File: src/rtl/sram_arb_if.sv
// Requester bus for sram_arb: per-port request/grant handshake, flattened
// address/data slices, one-cycle response pulses and the init-sweep busy flag.
//   master : requester side (drives requests, observes grants/responses)
//   slave  : arbiter side (sram_arb)
interface sram_arb_if #(
  parameter int unsigned NUM_PORTS = 2,
  parameter int unsigned WIDTH     = 8,
  parameter int unsigned LG_DEPTH  = 6
);
  logic [NUM_PORTS-1:0]          io_req_valid;
  logic [NUM_PORTS-1:0]          io_req_ready;
  logic [NUM_PORTS-1:0]          io_req_we;
  logic [NUM_PORTS*LG_DEPTH-1:0] io_req_addr;
  logic [NUM_PORTS*WIDTH-1:0]    io_req_din;
  logic [NUM_PORTS-1:0]          io_resp_valid;
  logic [NUM_PORTS*WIDTH-1:0]    io_resp_data;
  logic                          io_busy;

  modport master (
    output io_req_valid, io_req_we, io_req_addr, io_req_din,
    input  io_req_ready, io_resp_valid, io_resp_data, io_busy
  );

  modport slave (
    input  io_req_valid, io_req_we, io_req_addr, io_req_din,
    output io_req_ready, io_resp_valid, io_resp_data, io_busy
  );
endinterface

File: src/rtl/sram_arb.sv
// sram_arb: single-port DEPTH x WIDTH SRAM shared by NUM_PORTS requesters
// through a round-robin arbiter. One access per cycle, read latency 1,
// out-of-range writes dropped and out-of-range reads return 0.
// Optional power-up sweep writing INIT_VAL to every word is enabled by
// defining SRAM_ARB_INIT_EN; without it io_busy is tied low.
// Ports:
//   clk   - clock, rising edge
//   rst_n - asynchronous active-low reset
//   bus   - sram_arb_if.slave (requests, grants, responses, busy)
module sram_arb #(
  parameter int unsigned     WIDTH     = 8,
  parameter int unsigned     DEPTH     = 64,
  parameter int unsigned     LG_DEPTH  = 6,
  parameter int unsigned     NUM_PORTS = 2,
  parameter logic [WIDTH-1:0] INIT_VAL = '0
) (
  input  logic      clk,
  input  logic      rst_n,
  sram_arb_if.slave bus
);

  localparam int unsigned PW = (NUM_PORTS > 1) ? $clog2(NUM_PORTS) : 1;
  localparam int unsigned AW = (DEPTH > 1) ? $clog2(DEPTH) : 1;

  logic [WIDTH-1:0] mem [DEPTH];

  logic [PW-1:0]              ptr_q, ptr_d;
  logic [NUM_PORTS-1:0]       resp_valid_q, resp_valid_d;
  logic [NUM_PORTS*WIDTH-1:0] resp_data_q, resp_data_d;

  logic [NUM_PORTS-1:0] grant_c;
  logic                 gnt_any_c;
  logic [PW-1:0]        gnt_idx_c;
  logic [PW-1:0]        scan_c;
  logic                 gnt_we_c;
  logic [LG_DEPTH-1:0]  gnt_addr_c;
  logic [WIDTH-1:0]     gnt_din_c;
  logic                 in_range_c;
  logic [WIDTH-1:0]     rd_word_c;
  logic                 busy_c;

  logic                 mem_we_c;
  logic [AW-1:0]        mem_waddr_c;
  logic [WIDTH-1:0]     mem_wdata_c;

`ifdef SRAM_ARB_INIT_EN
  typedef enum logic {ST_INIT, ST_RUN} state_e;

  state_e        state_q, state_d;
  logic [AW-1:0] sweep_q, sweep_d;

  // Sweep one word per cycle; the last word moves the FSM to RUN for good.
  always_comb begin
    state_d = state_q;
    sweep_d = sweep_q;
    if (state_q == ST_INIT) begin
      if (sweep_q == AW'(DEPTH - 1)) begin
        state_d = ST_RUN;
      end else begin
        sweep_d = sweep_q + AW'(1);
      end
    end
  end

  assign busy_c = (state_q == ST_INIT);
`else
  assign busy_c = 1'b0;
`endif

  // Round-robin pick: first valid port at or above the pointer, with wrap.
  always_comb begin
    grant_c   = '0;
    gnt_any_c = 1'b0;
    gnt_idx_c = '0;
    scan_c    = '0;
    for (int unsigned i = 0; i < NUM_PORTS; i++) begin
      scan_c = PW'((32'(ptr_q) + i) % NUM_PORTS);
      if (!gnt_any_c && !busy_c && bus.io_req_valid[scan_c]) begin
        gnt_any_c       = 1'b1;
        gnt_idx_c       = scan_c;
        grant_c[scan_c] = 1'b1;
      end
    end
  end

  // Granted request fields and the addressed word.
  always_comb begin
    gnt_we_c   = bus.io_req_we[gnt_idx_c];
    gnt_addr_c = bus.io_req_addr[gnt_idx_c*LG_DEPTH +: LG_DEPTH];
    gnt_din_c  = bus.io_req_din[gnt_idx_c*WIDTH +: WIDTH];
    in_range_c = (32'(gnt_addr_c) < DEPTH);
    rd_word_c  = in_range_c ? mem[AW'(gnt_addr_c)] : '0;
  end

  // Single write port shared between the sweep and granted writes.
  always_comb begin
    mem_we_c    = 1'b0;
    mem_waddr_c = AW'(gnt_addr_c);
    mem_wdata_c = gnt_din_c;
`ifdef SRAM_ARB_INIT_EN
    if (busy_c) begin
      mem_we_c    = 1'b1;
      mem_waddr_c = sweep_q;
      mem_wdata_c = INIT_VAL;
    end else
`endif
    if (gnt_any_c && gnt_we_c && in_range_c) begin
      mem_we_c = 1'b1;
    end
  end

  // Pointer advance and response capture for the granted port.
  always_comb begin
    ptr_d        = ptr_q;
    resp_valid_d = '0;
    resp_data_d  = resp_data_q;
    if (gnt_any_c) begin
      ptr_d = (gnt_idx_c == PW'(NUM_PORTS - 1)) ? '0 : gnt_idx_c + PW'(1);
      resp_valid_d[gnt_idx_c] = 1'b1;
      if (!gnt_we_c) begin
        resp_data_d[gnt_idx_c*WIDTH +: WIDTH] = rd_word_c;
      end
    end
  end

  always_ff @(posedge clk or negedge rst_n) begin
    if (!rst_n) begin
      ptr_q        <= '0;
      resp_valid_q <= '0;
      resp_data_q  <= '0;
`ifdef SRAM_ARB_INIT_EN
      state_q      <= ST_INIT;
      sweep_q      <= '0;
`endif
    end else begin
      ptr_q        <= ptr_d;
      resp_valid_q <= resp_valid_d;
      resp_data_q  <= resp_data_d;
`ifdef SRAM_ARB_INIT_EN
      state_q      <= state_d;
      sweep_q      <= sweep_d;
`endif
    end
  end

  // Storage is deliberately not reset.
  always_ff @(posedge clk) begin
    if (mem_we_c) begin
      mem[mem_waddr_c] <= mem_wdata_c;
    end
  end

  assign bus.io_req_ready  = grant_c;
  assign bus.io_resp_valid = resp_valid_q;
  assign bus.io_resp_data  = resp_data_q;
  assign bus.io_busy       = busy_c;

endmodule

File: src/flat_wrapper.sv
// flat-port wrapper written by rule: the top's interface ports become plain ports
module sram_arb_flat 
#(
  parameter int unsigned     WIDTH     = 8,
  parameter int unsigned     DEPTH     = 64,
  parameter int unsigned     LG_DEPTH  = 6,
  parameter int unsigned     NUM_PORTS = 2,
  parameter logic [WIDTH-1:0] INIT_VAL = '0
)
  (clk, rst_n, bus_io_req_valid, bus_io_req_we, bus_io_req_addr, bus_io_req_din, bus_io_req_ready, bus_io_resp_valid, bus_io_resp_data, bus_io_busy);
  sram_arb_if #(.NUM_PORTS(NUM_PORTS), .WIDTH(WIDTH), .LG_DEPTH(LG_DEPTH)) bus_i ();
  input  logic clk;
  input  logic rst_n;
  input wire logic [$bits(bus_i.io_req_valid)-1:0] bus_io_req_valid;
  input wire logic [$bits(bus_i.io_req_we)-1:0] bus_io_req_we;
  input wire logic [$bits(bus_i.io_req_addr)-1:0] bus_io_req_addr;
  input wire logic [$bits(bus_i.io_req_din)-1:0] bus_io_req_din;
  output wire logic [$bits(bus_i.io_req_ready)-1:0] bus_io_req_ready;
  output wire logic [$bits(bus_i.io_resp_valid)-1:0] bus_io_resp_valid;
  output wire logic [$bits(bus_i.io_resp_data)-1:0] bus_io_resp_data;
  output wire logic [$bits(bus_i.io_busy)-1:0] bus_io_busy;
  assign bus_i.io_req_valid = bus_io_req_valid;
  assign bus_i.io_req_we = bus_io_req_we;
  assign bus_i.io_req_addr = bus_io_req_addr;
  assign bus_i.io_req_din = bus_io_req_din;
  assign bus_io_req_ready = bus_i.io_req_ready;
  assign bus_io_resp_valid = bus_i.io_resp_valid;
  assign bus_io_resp_data = bus_i.io_resp_data;
  assign bus_io_busy = bus_i.io_busy;
  sram_arb #(.WIDTH(WIDTH), .DEPTH(DEPTH), .LG_DEPTH(LG_DEPTH), .NUM_PORTS(NUM_PORTS), .INIT_VAL(INIT_VAL)) u_core (.clk(clk), .rst_n(rst_n), .bus(bus_i));
endmodule
File: config.mk
export PLATFORM = sky130hd
export DESIGN_NAME = sram_arb_flat
export DESIGN_NICKNAME = d
export VERILOG_FILES = /design/src/rtl/sram_arb_if.sv /design/src/rtl/sram_arb.sv /design/src/flat_wrapper.sv
export SDC_FILE = /design/constraint.sdc
export NUM_CORES = 1
export LEC_CHECK = 0
export ABC_AREA = 1
export BUFFER_PORTS_ARGS = -buffer_cell sky130_fd_sc_hd__buf_2
export CORE_AREA = 2 2 220 222
export DETAILED_ROUTE_END_ITERATION = 7
export DIE_AREA = 0 0 222 224
export PLACE_DENSITY_LB_ADDON = 0.3
export SYNTH_ARGS = -nofsm -noshare
export SYNTH_HDL_FRONTEND = slang
export SYNTH_SLANG_ARGS = --single-unit
File: constraint.sdc
create_clock -name clk -period 3.5 [get_ports clk]
set_clock_uncertainty 0.15 [all_clocks]
set_input_delay 0.175 -clock clk [delete_from_list [all_inputs] [get_ports clk]]
set_output_delay 0.175 -clock clk [all_outputs]
set_load 0.05 [all_outputs]
; Word-level counts from Yosys, hierarchy flattened
; Memories as Yosys holds them, arrays and structs flattened.
; Cells that the tools add are included.
[classes]
add_sub_neg = 3
multipliers = 1
n_lt_le_gt_ge = 6
shift = 4
mux = 24
bitwise = 2
n_reduce_logical = 7
[op_table]
columns = operator, count
row1 = $neg A4 Y34, 1
row2 = $shift A8 B34 Y16 const A, 1
row3 = $shiftx A8 B34 Y16, 1
row4 = $mux W1, 17
row5 = $bwmux W16, 1
row6 = $shiftx A16 B5 Y8, 1
row7 = $shiftx A12 B5 Y6, 1
row8 = $lt A1 B2 Y1 const B, 3
row9 = $mux W2, 3
row10 = $logic_and A1 B1 Y1, 5
row11 = $demux W1 S1, 3
row12 = $ge A1 B1 Y1 const B, 3
row13 = $mul A1 B2 Y3 const B, 1
row14 = $add A1 B1 Y1 const B, 2
row15 = $or A2 B2 Y2, 1
row16 = $reduce_and A2 Y1, 1
row17 = $logic_not A1 Y1, 1
row18 = $not A1 Y1, 1
[word_totals]
reg_bits = 19
mem_bits_rw = 512
inputBits = 34
output_inout_bits = 21
elab_cells = 51
mem_count = 1
[memory_table]
columns = memory, words, width, read_ports, rd_ports_with_merged_regs, wr, line_no
row1 = u_core.mem, 64, 8, 1, 0, 1, sram_arb.sv:25  ; logic [WIDTH-1:0] mem [DEPTH];

; Logic depth before layout (Yosys ltp)
; Gate-level depths: netlist of run 1.
[depth]
ltp_word = 12
depth_mapped = 15
depth_no_buf = 13

; Worst setup path after synthesis of run 1
; No wires, ideal clock.
[synth_path]
path_type = reg2reg
start = register u_core.ptr_q
end = memory u_core.mem[56][0] (enable)
setup_time_ps = 371
t_arrival_ps = 1982
t_required_ps = 2979
path_slack_ps = 998
stages_incl_launch_ff = 11
path_buffers = 1
synth_period_minus_slack_ps = 2502
cell_sequence = dfrtp_1 > inv_2 > nand2_2 > nand2_2 > buf_2 > nand2_1 > nand2_2 > nand2_1 > nor2_1 > inv_1 > nor2_1
[synth_via]
elab_chain_len = 12
elab_cells_between_ends = 19
classes_between = 1 x add/sub / 1 x mul / 1 x shift / 13 x mux / 3 x reduce/logical
[synth_lines]
columns = element, line_no
row1 = start: declaration, sram_arb.sv:27  ; logic [PW-1:0] ptr_q, ptr_d;
row2 = start signal: assignment, sram_arb.sv:136  ; ptr_q <= ptr_d;
row3 = "parallel branches: the longest is 12 deep, another holds $mul A1 B2 Y3", n/a
row4 = end: declaration, sram_arb.sv:25
; Parallel ways; which one is timed is not known. The select of a mux whose other input is x is not followed.

; Worst setup path in the final report of run 1
[layout_path]
start = register u_core.ptr_q
end = register u_core.resp_data_q[5] (netlist: u_core.bus.io_resp_data[5])
[layout_via]
elab_chain_len = 11
elab_cells_between_ends = 22
classes_between = 2 x add/sub / 1 x mul / 3 x shift / 11 x mux / 1 x bitwise / 3 x reduce/logical / 1 x memory
[layout_lines]
columns = element, line_no
row1 = $mux W1 (not written as such) (2 in a row), sram_arb.sv:78  ; if (!gnt_any_c && !busy_c && bus.io_req_valid[scan_c]) begin
row2 = $mux W1, sram_arb.sv:78
row3 = $logic_not A1 Y1, sram_arb.sv:78
row4 = $logic_and A1 B1 Y1, sram_arb.sv:78
row5 = $mux W1, sram_arb.sv:78
row6 = $mul A1 B2 Y3, sram_arb.sv:89  ; gnt_addr_c = bus.io_req_addr[gnt_idx_c*LG_DEPTH +: LG_DEPTH];
row7 = $shiftx A12 B5 Y6, sram_arb.sv:89
row8 = $mem_v2 Z64 W8, n/a
row9 = $shiftx A8 B34 Y16, sram_arb.sv:121  ; resp_data_d[gnt_idx_c*WIDTH +: WIDTH] = rd_word_c;
row10 = $bwmux W16, sram_arb.sv:121
row11 = end signal: assignment, sram_arb.sv:138  ; resp_data_q <= resp_data_d;
row12 = end: declaration, sram_arb.sv:29  ; logic [NUM_PORTS*WIDTH-1:0] resp_data_q, resp_data_d;
; Parallel ways exist; a longest one is shown, timed or not. The select of a mux whose other input is x is not followed.
; A chain may end at the register's enable or synchronous reset.

==> metrics.txt, run 1 <==
status finished clean; CTS tree yes; final hold violations 0; vias in the first global route about 14,000; Top FF cell, synth edfxtp_1; global-route wire length before repair 84.7 mm; VDD IR-drop max 0.000356 V; final setup violation count 0; worst setup path class flip-flop to flip-flop; die area approximately 0.05 mm^2; area grow syn2layout 15.9%; post-cts resize count 0; gr usage total 22.7%; Initial Util 45.4%; library cells used by synthesis 26; Fill cells approximately 4,000; commonest cells in the netlist 678 x nand2_1, 512 x edfxtp_1, 309 x nand3_1; initial DRC count 1,615; vias after detailed routing around 14,000; CP Max Fanout 47; largest net degree at the start of global routing just under 70; die width 222 um; PD cells 589 mW/mm^2; antenna cells 0; worst-case clock buffer depth 3; drt wl/cell 21.3 um; Final Cell Area 0.0249 mm^2; clk_lat worst skew 0.60 ns; DR DRC count 0; Final period util between 90% and 100%; DP Area 0.0232 mm^2; hold path depth 4; Max-Cap Viols 0; hold endpoint u_core.bus.io_resp_data[15]; fin nets roughly 2,000; port buffer count 53; flop2flop setup slack 0.25 ns; warnings from Yosys 0; Data required, critical path between 3 and 4 ns; H-tree Lvls 2; worst reg2reg path startpoint u_core.ptr_q; syn_area_per_cell 11.7 um^2; share of the synthesized area in the top cell type a little under three quarters; CP startpoint u_core.ptr_q; final setup TNS 0 ns; remaining global-route overflow 0; Post-Syn Nets 1,874; initial antenna violation count 0; Lkg Pwr approximately 9.4 nW; sequential share of the synthesized area 73.7%; max-slew violations 0; startpoint types flip-flop; largest area contributor in the netlist edfxtp_1; Util after Layout 52.6%; area of the core 0.0473 mm^2; hold slack 0.0794 ns; share of layout cells above drive strength 1 roughly 14%; reg2reg path depth 14; Post-synth EDFFs around 500; register bit total from synthesis 531; RD Place Congestion 0.823; first-pass iteration count of the detailed router 6; Vert. Die Dim 224 um; Routed WL around 56 mm; FP Rows 80; Tmin final 3.25 ns; ys async rst share 3.58%; antenna viol nets, final 0; Max Freq 308 MHz; Arrival @ worst endpoint 3.62 ns; top cells by area, synth edfxtp_1 72%, nand2_1 12%, nand3_1 7.2%; endpoint of the worst register-to-register path u_core.bus.io_resp_data[5]; most frequent cell after synthesis nand2_1; Hold/Removal Path Class primary input to flip-flop; HPWL Detailed ~34 mm; Num Clock Sinks between 500 and 600; Rel. slew slack between 40 and 50%; CTS root buffer clkbuf_16; vias per inst 5.45; num ports 55; Post-Synthesis Cells 1,840; RSZ-0062 raised after global routing no; CTS Buf Count 51; setup repair bufs after CTS 0; Worst-path clk slew roughly 0.060 ns; critical path capture point type flip-flop; hold_sp bus_io_req_we[1]; pin slew with the least headroom to its limit 0.893 ns; Syn Std Cell Area 0.0215 mm^2
placed cells by master, fill, tap and decap left out, types with 4 or more instances in the layout:
cell / synthesis / final
nand3_1: 309 / 309
or2_2: 8 / 8
clkbuf_1: 15 / 13
dlygate4sd3_1: 0 / 6
buf_4: 10 / 119
clkinv_1: 0 / 12
nor2_1: 92 / 88
a21oi_1: 8 / 8
clkbuf_16: 0 / 53
clkinv_2: 0 / 5
dfrtp_1: 19 / 19
o21ai_1: 64 / 64
buf_2: 62 / 53
nor3_2: 4 / 4
edfxtp_1: 512 / 512
inv_2: 4 / 4
nand2_2: 8 / 15
nand2_4: 4 / 4
buf_12: 0 / 11
inv_1: 23 / 23
nand2_1: 678 / 670
nor2_4: 0 / 4
nand4_1: 8 / 8
registers in the layout, indices dropped and copies added (netlist names):
name                      flops
u_core.bus.io_resp_data      16
u_core.ptr_q                  1
u_core.bus.io_resp_valid      2
u_core.mem                  512
report_power, final:
group | switching (mW) | internal (mW) | leakage (nW)
Clock | 2.29 | 3.04 | 0.775
Combinational | 1.58 | 0.518 | 3.75
Sequential | 0.0568 | 7.21 | 4.84
Total | 3.92 | 10.8 | 9.37
worst max-delay path by stage:
stage               depth (start not counted)  slack, ns                    endpoint
finish                                     14       0.25  u_core.bus.io_resp_data[5]
floorplan                                  10        1.0           u_core.mem[56][0]
global placement                           15       0.34  u_core.bus.io_resp_data[0]
global route                               15       0.02  u_core.bus.io_resp_data[8]
CTS                                        15       0.26  u_core.bus.io_resp_data[0]
detailed placement                         15       0.28  u_core.bus.io_resp_data[0]
timing repair:
item | 4_1_cts | 5_1_grt
hold endpoints to repair | 30 | 0
hold buffers | 6 | 0
setup endpoints to repair | 0 | 2
logic make-up after synthesis:
family | count (synthesis) | share of synthesized area [%]
and+or+nand+nor | 1114 | 21.8
buffers and inverters | 119 | 2.68
AOI/OAI and AO/OA | 75 | 1.77
other | 1 | 0.0174
DFF | 531 | 73.7
metrics by stage:
step | total power, mW | setup slack (ns) | std cells
2_1_floorplan | 8.67 | 0.998 | 1840
3_3_place_gp | 9.44 | 0.338 | 2546
3_5_place_dp | 9.47 | 0.278 | 2546
4_1_cts | 14.7 | 0.257 | 2643
5_1_grt | 15.2 | 0.0200 | 2644
6_report | 14.7 | 0.250 | 2644
worst max-delay path: stages (launching register included):
cell	delay, ns
dfrtp_1	0.40
inv_2	0.07
nand2_2	0.08
nand2_2	0.26
nand2_2	0.34
nand2_8	0.34
buf_12	0.29
nand2_1	0.09
nand3_1	0.10
nand2_1	0.09
o21ai_1	0.36
nand2_1	0.09
nor2_1	0.23
nand2_1	0.11
a21oi_1	0.13
cell type report:
| type | count | area (um^2) | share of cell area (%) |
|---|---|---|---|
| clock buffers | 69 | 1420 | 5.69 |
| clock inverters | 22 | 176 | 0.708 |
| inverters | 27 | 101 | 0.407 |
| multi-input cells | 1191 | 5160 | 20.7 |
| flip-flops and latches | 531 | 15900 | 63.6 |
| well taps | 615 | 769 | 3.09 |
| repair buffers | 189 | 1440 | 5.78 |
metal layers:
| layer | wire length (um) | track usage [%] | vias to the layer above | share of wire, % |
|---|---|---|---|---|
| met4 | 2290 | 9.31 | 0 | 4.1 |
| met2 | 26000 | 36.1 | 678 | 46 |
| met5 | 0 | 0 | - | 0 |
| li1 | - | - | 6693 | - |
| met3 | 4980 | 4.11 | 139 | 8.8 |
| met1 | 23000 | 31.0 | 6893 | 41 |
No activity file was read; power rests on OpenSTA's default activity.
==> run 2, diff against run 1 <==
--- a/config.mk
+++ b/config.mk
@@ -5,11 +5,10 @@
 export SDC_FILE = /design/constraint.sdc
 export NUM_CORES = 1
 export LEC_CHECK = 0
-export ABC_AREA = 1
 export BUFFER_PORTS_ARGS = -buffer_cell sky130_fd_sc_hd__buf_2
-export CORE_AREA = 2 2 220 222
+export CORE_AREA = 2 2 249 251
 export DETAILED_ROUTE_END_ITERATION = 7
-export DIE_AREA = 0 0 222 224
+export DIE_AREA = 0 0 251 253
 export PLACE_DENSITY_LB_ADDON = 0.3
 export SYNTH_ARGS = -nofsm -noshare
 export SYNTH_HDL_FRONTEND = slang
==> run 2 against run 1 <==
Via count shrank 5.6%. Final cell count shrank 9.6%. Critical endpoint is now u_core.bus.io_resp_data[14]. Combinational power shrank 34%.
==> metrics.txt, run 2 <==
status finished clean; Hold/Removal Path Class primary input to flip-flop; startpoint types flip-flop; Top reg by flops u_core.mem; Initial Util 34.6%; gr usage total 19.1%; worst setup path class flip-flop to flip-flop; vias per inst 5.69; Max Freq 300 MHz; PD cells 564 mW/mm^2; setup repair bufs after CTS 0; worst-case clock buffer depth 3; RD Place Congestion ~0.87; HPWL Detailed 38.3 mm; fin cells approximately 2,400; commonest non-fill, non-tap cells in the layout 512 x edfxtp_1, 238 x a21oi_1, 114 x buf_4; die width 251 um; Arrival @ worst endpoint 3.66 ns; clk_lat worst skew 0.58 ns; share of layout cells above drive strength 1 around 18%; Flop pwr share roughly 51%; syn_area_per_cell around 15 um^2; Tmin final 3.33 ns; Routed WL between 60 and 70 mm; RSZ-0062 raised after global routing no; fin nets between 1,500 and 2,000; die area 0.0635 mm^2; max-slew violations 0; Psw 3.38 mW; Top FF cell, synth edfxtp_1; largest area contributor in the netlist edfxtp_1; Final period util 95.2%; library cells used by synthesis 59; WP buf/inv 1; share of the synthesized area in the top cell type between 70% and 80%; Syn Std Cell Area around 0.021 mm^2; Rel. slew slack 38.7%; clock group share of total power 38.9%; Lkg Pwr 8.20 nW; top cells by area, synth edfxtp_1 73%, a21oi_1 5.7%, o22a_1 3.1%; VDD IR-drop max 0.000341 V; cell internal pwr 10.7 mW; DR DRC count 0; global-route wire length before repair 90.0 mm; warnings from Yosys 0; Switching Share 24.1%; critical path capture point type flip-flop; final hold violations 0; initial antenna violation count 0; sequential share of the synthesized area between 70% and 80%; first-pass iteration count of the detailed router 7; flop2flop setup slack 0.17 ns; CP top delay family simple AND/OR/NAND/NOR gates; crit-path max cell delay 0.73 ns; H-tree Lvls 2; final setup TNS 0 ns; CTS Buf Count 52; final setup violation count 0; initial DRC count 1,504; antenna viol nets, final 0; Fill cells around 5,600; CTS root buffer clkbuf_16; CTS tree yes; vias in the first global route 12,993; largest net degree at the start of global routing 65; max reg flops 512; remaining global-route overflow 0; Max-Cap Viols 0; CP Max Fanout 42; combinational fraction of design power between 9 and 10%; Post-synth EDFFs 512; FP Rows 91; Vert. Die Dim 253 um; ys async rst share 3.58%; vias after detailed routing 13,592; pin slew with the least headroom to its limit 0.916 ns; Num Clock Sinks 531; port buffer count 53; most frequent cell after synthesis edfxtp_1; register bit total from synthesis ~530; commonest non-fill, non-tap cell in the layout edfxtp_1; drt wl/cell 25.9 um; commonest cells in the netlist 512 x edfxtp_1, 239 x a21oi_1, 76 x o22a_1; Data required, critical path ~3.8 ns; slowest CP cell or4_1; placed insts ~2,300; area of the core between 0.06 and 0.07 mm^2; Worst-path clk slew 0.06 ns; area grow syn2layout 17.8%; Post-Synthesis Cells about 1,400; num ports 55; CP Cell Sequence and2b_4, o2111ai_4, buf_12, a21oi_1, nor4_1, a31oi_1, or4_1, o31ai_1; Post-Syn Nets 1,463
==> run 2: changes by cell type in the layout (fill, tap and decap cells not counted), moves of 32 or more <==
| cell | previous run | this run |
|---|---|---|
| a211o_1 | 0 | 32 |
| a21oi_1 | 8 | 238 |
| a31oi_1 | 0 | 56 |
| nand2_1 | 670 | 48 |
| nand3_1 | 309 | 6 |
| nor4_1 | 0 | 52 |
| o21ai_1 | 64 | 0 |
| o22a_1 | 0 | 76 |
==> run 2: through the flow <==
step / power, mW / area, um^2 / hold WS [ns] / worst slack, ns / utilization [%]
2_1_floorplan: 8.12 / 21100 / -0.271 / 0.609 / -
3_3_place_gp: 8.68 / 23200 / -0.0111 / 0.209 / 38.0
3_5_place_dp: 8.69 / 23200 / -0.00148 / 0.177 / 38.0
4_1_cts: 14.1 / 24900 / 0.0657 / 0.150 / 40.8
5_1_grt: 14.4 / 24900 / 0.105 / 0.000648 / 40.8
6_report: 14.1 / 24900 / 0.0826 / 0.169 / 40.8
==> run 2: cell type report <==
cell class	count	area [um^2]	share of cell area [%]
antenna	1	2.50	0.0101
timing repair buffer	195	1610	6.47
clock inverter	29	270	1.09
clock buffer	64	1370	5.49
inverter	6	22.5	0.0905
tap	790	988	3.97
multi-input combinational	773	4780	19.2
sequential	531	15900	63.7
==> run 2: power groups by stage <==
stage / logic, mW / registers, mW / clock network, mW
2_1_floorplan: 0.610 / 7.51 / 0
3_3_place_gp: 1.36 / 7.32 / 0
3_5_place_dp: 1.37 / 7.33 / 0
4_1_cts: 1.38 / 7.19 / 5.53
5_1_grt: 1.46 / 7.20 / 5.76
6_report: 1.38 / 7.19 / 5.47
==> run 2: worst register-to-register path, delay by kind of cell (launching register included) <==
kind | cells | cell delay (ns)
AOI/OAI and AO/OA | 4 | 0.93
and+or+nand+nor | 3 | 1.45
DFF | 1 | 0.40
buffers and inverters | 1 | 0.31
==> run 2: path summary, 6_finish.rpt <==
path / startpoint / end / cells past startpoint
min reg2reg: u_core.bus.io_resp_data[1] / u_core.bus.io_resp_data[1] / 2
max reg2reg: u_core.ptr_q / u_core.bus.io_resp_data[14] / 8
max: u_core.ptr_q / u_core.bus.io_resp_data[14] / 8
max in group asynchronous: rst_n / u_core.bus.io_resp_data[12] / 3
min in group asynchronous: rst_n / u_core.bus.io_resp_data[0] / 3
min: bus_io_req_din[9] / u_core.mem[49][1] / 4
==> run 2: logic make-up after synthesis <==
| logic type | synth area share, % |
|---|---|
| compound gates | 15.3 |
| flops | 75.0 |
| mux | 0.243 |
| buf+inv | 2.68 |
| simple gates | 6.72 |
| other cells | 0.0177 |
==> run 2: what timing repair did <==
action,CTS,global route
resized for setup,0,1
endpoints found under the hold margin,32,0
hold buffers,7,0
endpoints found under the setup margin,0,2
==> run 2: per-layer routing <==
| metal | vias to the layer above | GRT usage [%] | routed length (um) |
|---|---|---|---|
| met1 | 6877 | 27.4 | 27200 |
| met4 | 0 | 5.32 | 1380 |
| met3 | 91 | 2.88 | 4840 |
| met5 | - | 0 | 0 |
| met2 | 647 | 30.4 | 28500 |
| li1 | 5977 | - | - |
==> run 3, diff against run 2 <==
--- a/config.mk
+++ b/config.mk
@@ -6,9 +6,9 @@
 export NUM_CORES = 1
 export LEC_CHECK = 0
 export BUFFER_PORTS_ARGS = -buffer_cell sky130_fd_sc_hd__buf_2
-export CORE_AREA = 2 2 249 251
+export CORE_AREA = 2 2 233 235
 export DETAILED_ROUTE_END_ITERATION = 7
-export DIE_AREA = 0 0 251 253
+export DIE_AREA = 0 0 235 237
 export PLACE_DENSITY_LB_ADDON = 0.3
 export SYNTH_ARGS = -nofsm -noshare
 export SYNTH_HDL_FRONTEND = slang
==> run 3 against run 2 <==
Setup slack better by 0.023 ns. Final area is 0.58% lower. Maximum frequency is 0.71% higher. Largest power group unchanged. Via count is 2.7% higher. Combinational power hardly changed. First-iteration DRC count is 38% higher. Non-clock buffer count is 4 higher. Sequential share of layout area is 0.37 points higher. Wire length is 1.8% higher. Clock power is 2% lower. Critical path depth is 1 lower. Critical endpoint is now u_core.bus.io_resp_data[4]. Register-to-register slack better by 0.02 ns.
==> metrics.txt, run 3 (same netlist as run 2, synthesis figures left out) <==
status finished clean; placed insts 2,201; cell internal pwr 10.6 mW; vias in the first global route between 10,000 and 15,000; vias after detailed routing 13,956; final setup TNS 0 ns; CTS root buffer clkbuf_16; Routed WL ~63 mm; first-pass iteration count of the detailed router 6; startpoint types flip-flop; global-route wire length before repair 92.7 mm; die width 235 um; Lkg Pwr about 8.2 nW; max reg flops 512; drt wl/cell 27.5 um; hold slack ~0.059 ns; WP depth 7; reg2reg path depth 7; Final period util a little over nine tenths; port buffer count 53; CTS Buf Count 50; worst-case clock buffer depth 3; commonest non-fill, non-tap cell in the layout edfxtp_1; CTS tree yes; share of layout cells above drive strength 1 18.5%; setup repair bufs after CTS 0; FP Rows 85; Top reg by flops u_core.mem; clock group share of total power 38.3%; Worst-path clk slew 0.07 ns; Hold/Removal Path Class primary input to flip-flop; critical path capture point type flip-flop; worst slack, placed 0.232 ns; final hold violations 0; CP top delay family simple AND/OR/NAND/NOR gates; fin cells 2,298; slowest CP cell or4_4; multi-input logic area approximately 0.0048 mm^2; DR DRC count 0; Fill cells 4,651; Reg area ~0.016 mm^2; Vert. Die Dim between 200 and 250 um; gr usage total roughly 22%; Switching Share 24.2%; hold path depth 4; PD cells 564 mW/mm^2; initial DRC count 2,072; area of the core 0.0533 mm^2; CP Max Fanout 24; RSZ-0062 raised after global routing no; num ports 55; final setup violation count 0; antenna viol nets, final 0; Max-Cap Viols 0; post-route setup slack 0.193 ns; largest net degree at the start of global routing 65; combinational fraction of design power 10.0%; H-tree Lvls 2; Psw roughly 3.4 mW; area grow syn2layout 17.1%; HPWL Detailed 38.8 mm; Rel. slew slack 32.4%; Max Freq approximately 300 MHz; post-cts resize count 0; max-slew violations 0; Tmin final around 3.3 ns; Initial Util between 30 and 40%; clk_lat worst skew 0.57 ns; Num Clock Sinks 531; total power 14.0 mW; Arrival @ worst endpoint 3.64 ns; crit-path max cell delay ~0.59 ns; Flop pwr share 51.7%; WP buf/inv 0; fin nets roughly 1,600; pin slew with the least headroom to its limit ~1 ns; vias per inst between 6 and 7; Data required, critical path 3.84 ns; die area 0.0557 mm^2; worst setup path class flip-flop to flip-flop; RD Place Congestion 0.934; initial antenna violation count 0; remaining global-route overflow 0; CP Cell Sequence nand2b_4, a211o_1, a21oi_1, or4_1, o31a_1, or4_4, o31ai_1; commonest non-fill, non-tap cells in the layout 512 x edfxtp_1, 238 x a21oi_1, 121 x buf_4; VDD IR-drop max ~0.00038 V
## run 3: what timing repair did
action / in CTS / in global routing
hold buffers: 4 / 0
setup endpoints to repair: 0 / 1
endpoints found under the hold margin: 21 / 0
## run 3: layout make-up
cell class	instances	area share, %
clock inverters	28	0.915
diodes	1	0.0101
repair buffers	199	6.60
multi-input cells	773	19.3
clock buffers	64	5.53
inverters	6	0.0910
flip-flops and latches	531	64.1
well taps	696	3.52
## run 3: routing by layer
| metal | routed length (um) | share of wire (%) | global-route usage, % | vias to the layer above |
|---|---|---|---|---|
| met5 | 0 | 0 | 0 | - |
| met4 | 1660 | 2.6 | 6.41 | 0 |
| met3 | 5920 | 9.4 | 4.36 | 115 |
| met2 | 29300 | 46 | 35.3 | 809 |
| met1 | 26200 | 42 | 31.3 | 7055 |
| li1 | - | - | - | 5977 |
## run 3: worst min-delay path: cells and delay by family
family / cells / cell delay (ns)
buffers and inverters: 2 / 0.27
and+or+nand+nor: 2 / 0.13
## run 3: path summary, 6_finish.rpt
kind / endpoint / startpoint / slack [ns]
max in group asynchronous: u_core.bus.io_resp_data[3] / rst_n / 1.89
hold reg to reg: u_core.bus.io_resp_data[5] / u_core.bus.io_resp_data[5] / 0.34
setup reg to reg: u_core.bus.io_resp_data[4] / u_core.ptr_q / 0.19
setup / recovery: u_core.bus.io_resp_data[4] / u_core.ptr_q / 0.19
min in group asynchronous: u_core.bus.io_resp_data[10] / rst_n / 0.69
hold / removal: u_core.mem[49][3] / bus_io_req_din[3] / 0.06
## run 3: metrics by stage
step / cell area [um^2] / util [%]
3_5_place_dp: 23100 / 43.4
2_1_floorplan: 21100 / -
5_1_grt: 24700 / 46.4
4_1_cts: 24700 / 46.4
3_3_place_gp: 23100 / 43.4
6_report: 24700 / 46.4
## run 3: power by group through the flow
stage                     logic, mW  registers [mW]  clock network (mW)
after CTS                      1.38            7.21                5.41
final                          1.40            7.22                5.34
after detailed placement       1.38            7.35                   0
after global placement         1.36            7.34                   0
after floorplan               0.610            7.51                   0
after global routing           1.47            7.22                5.64
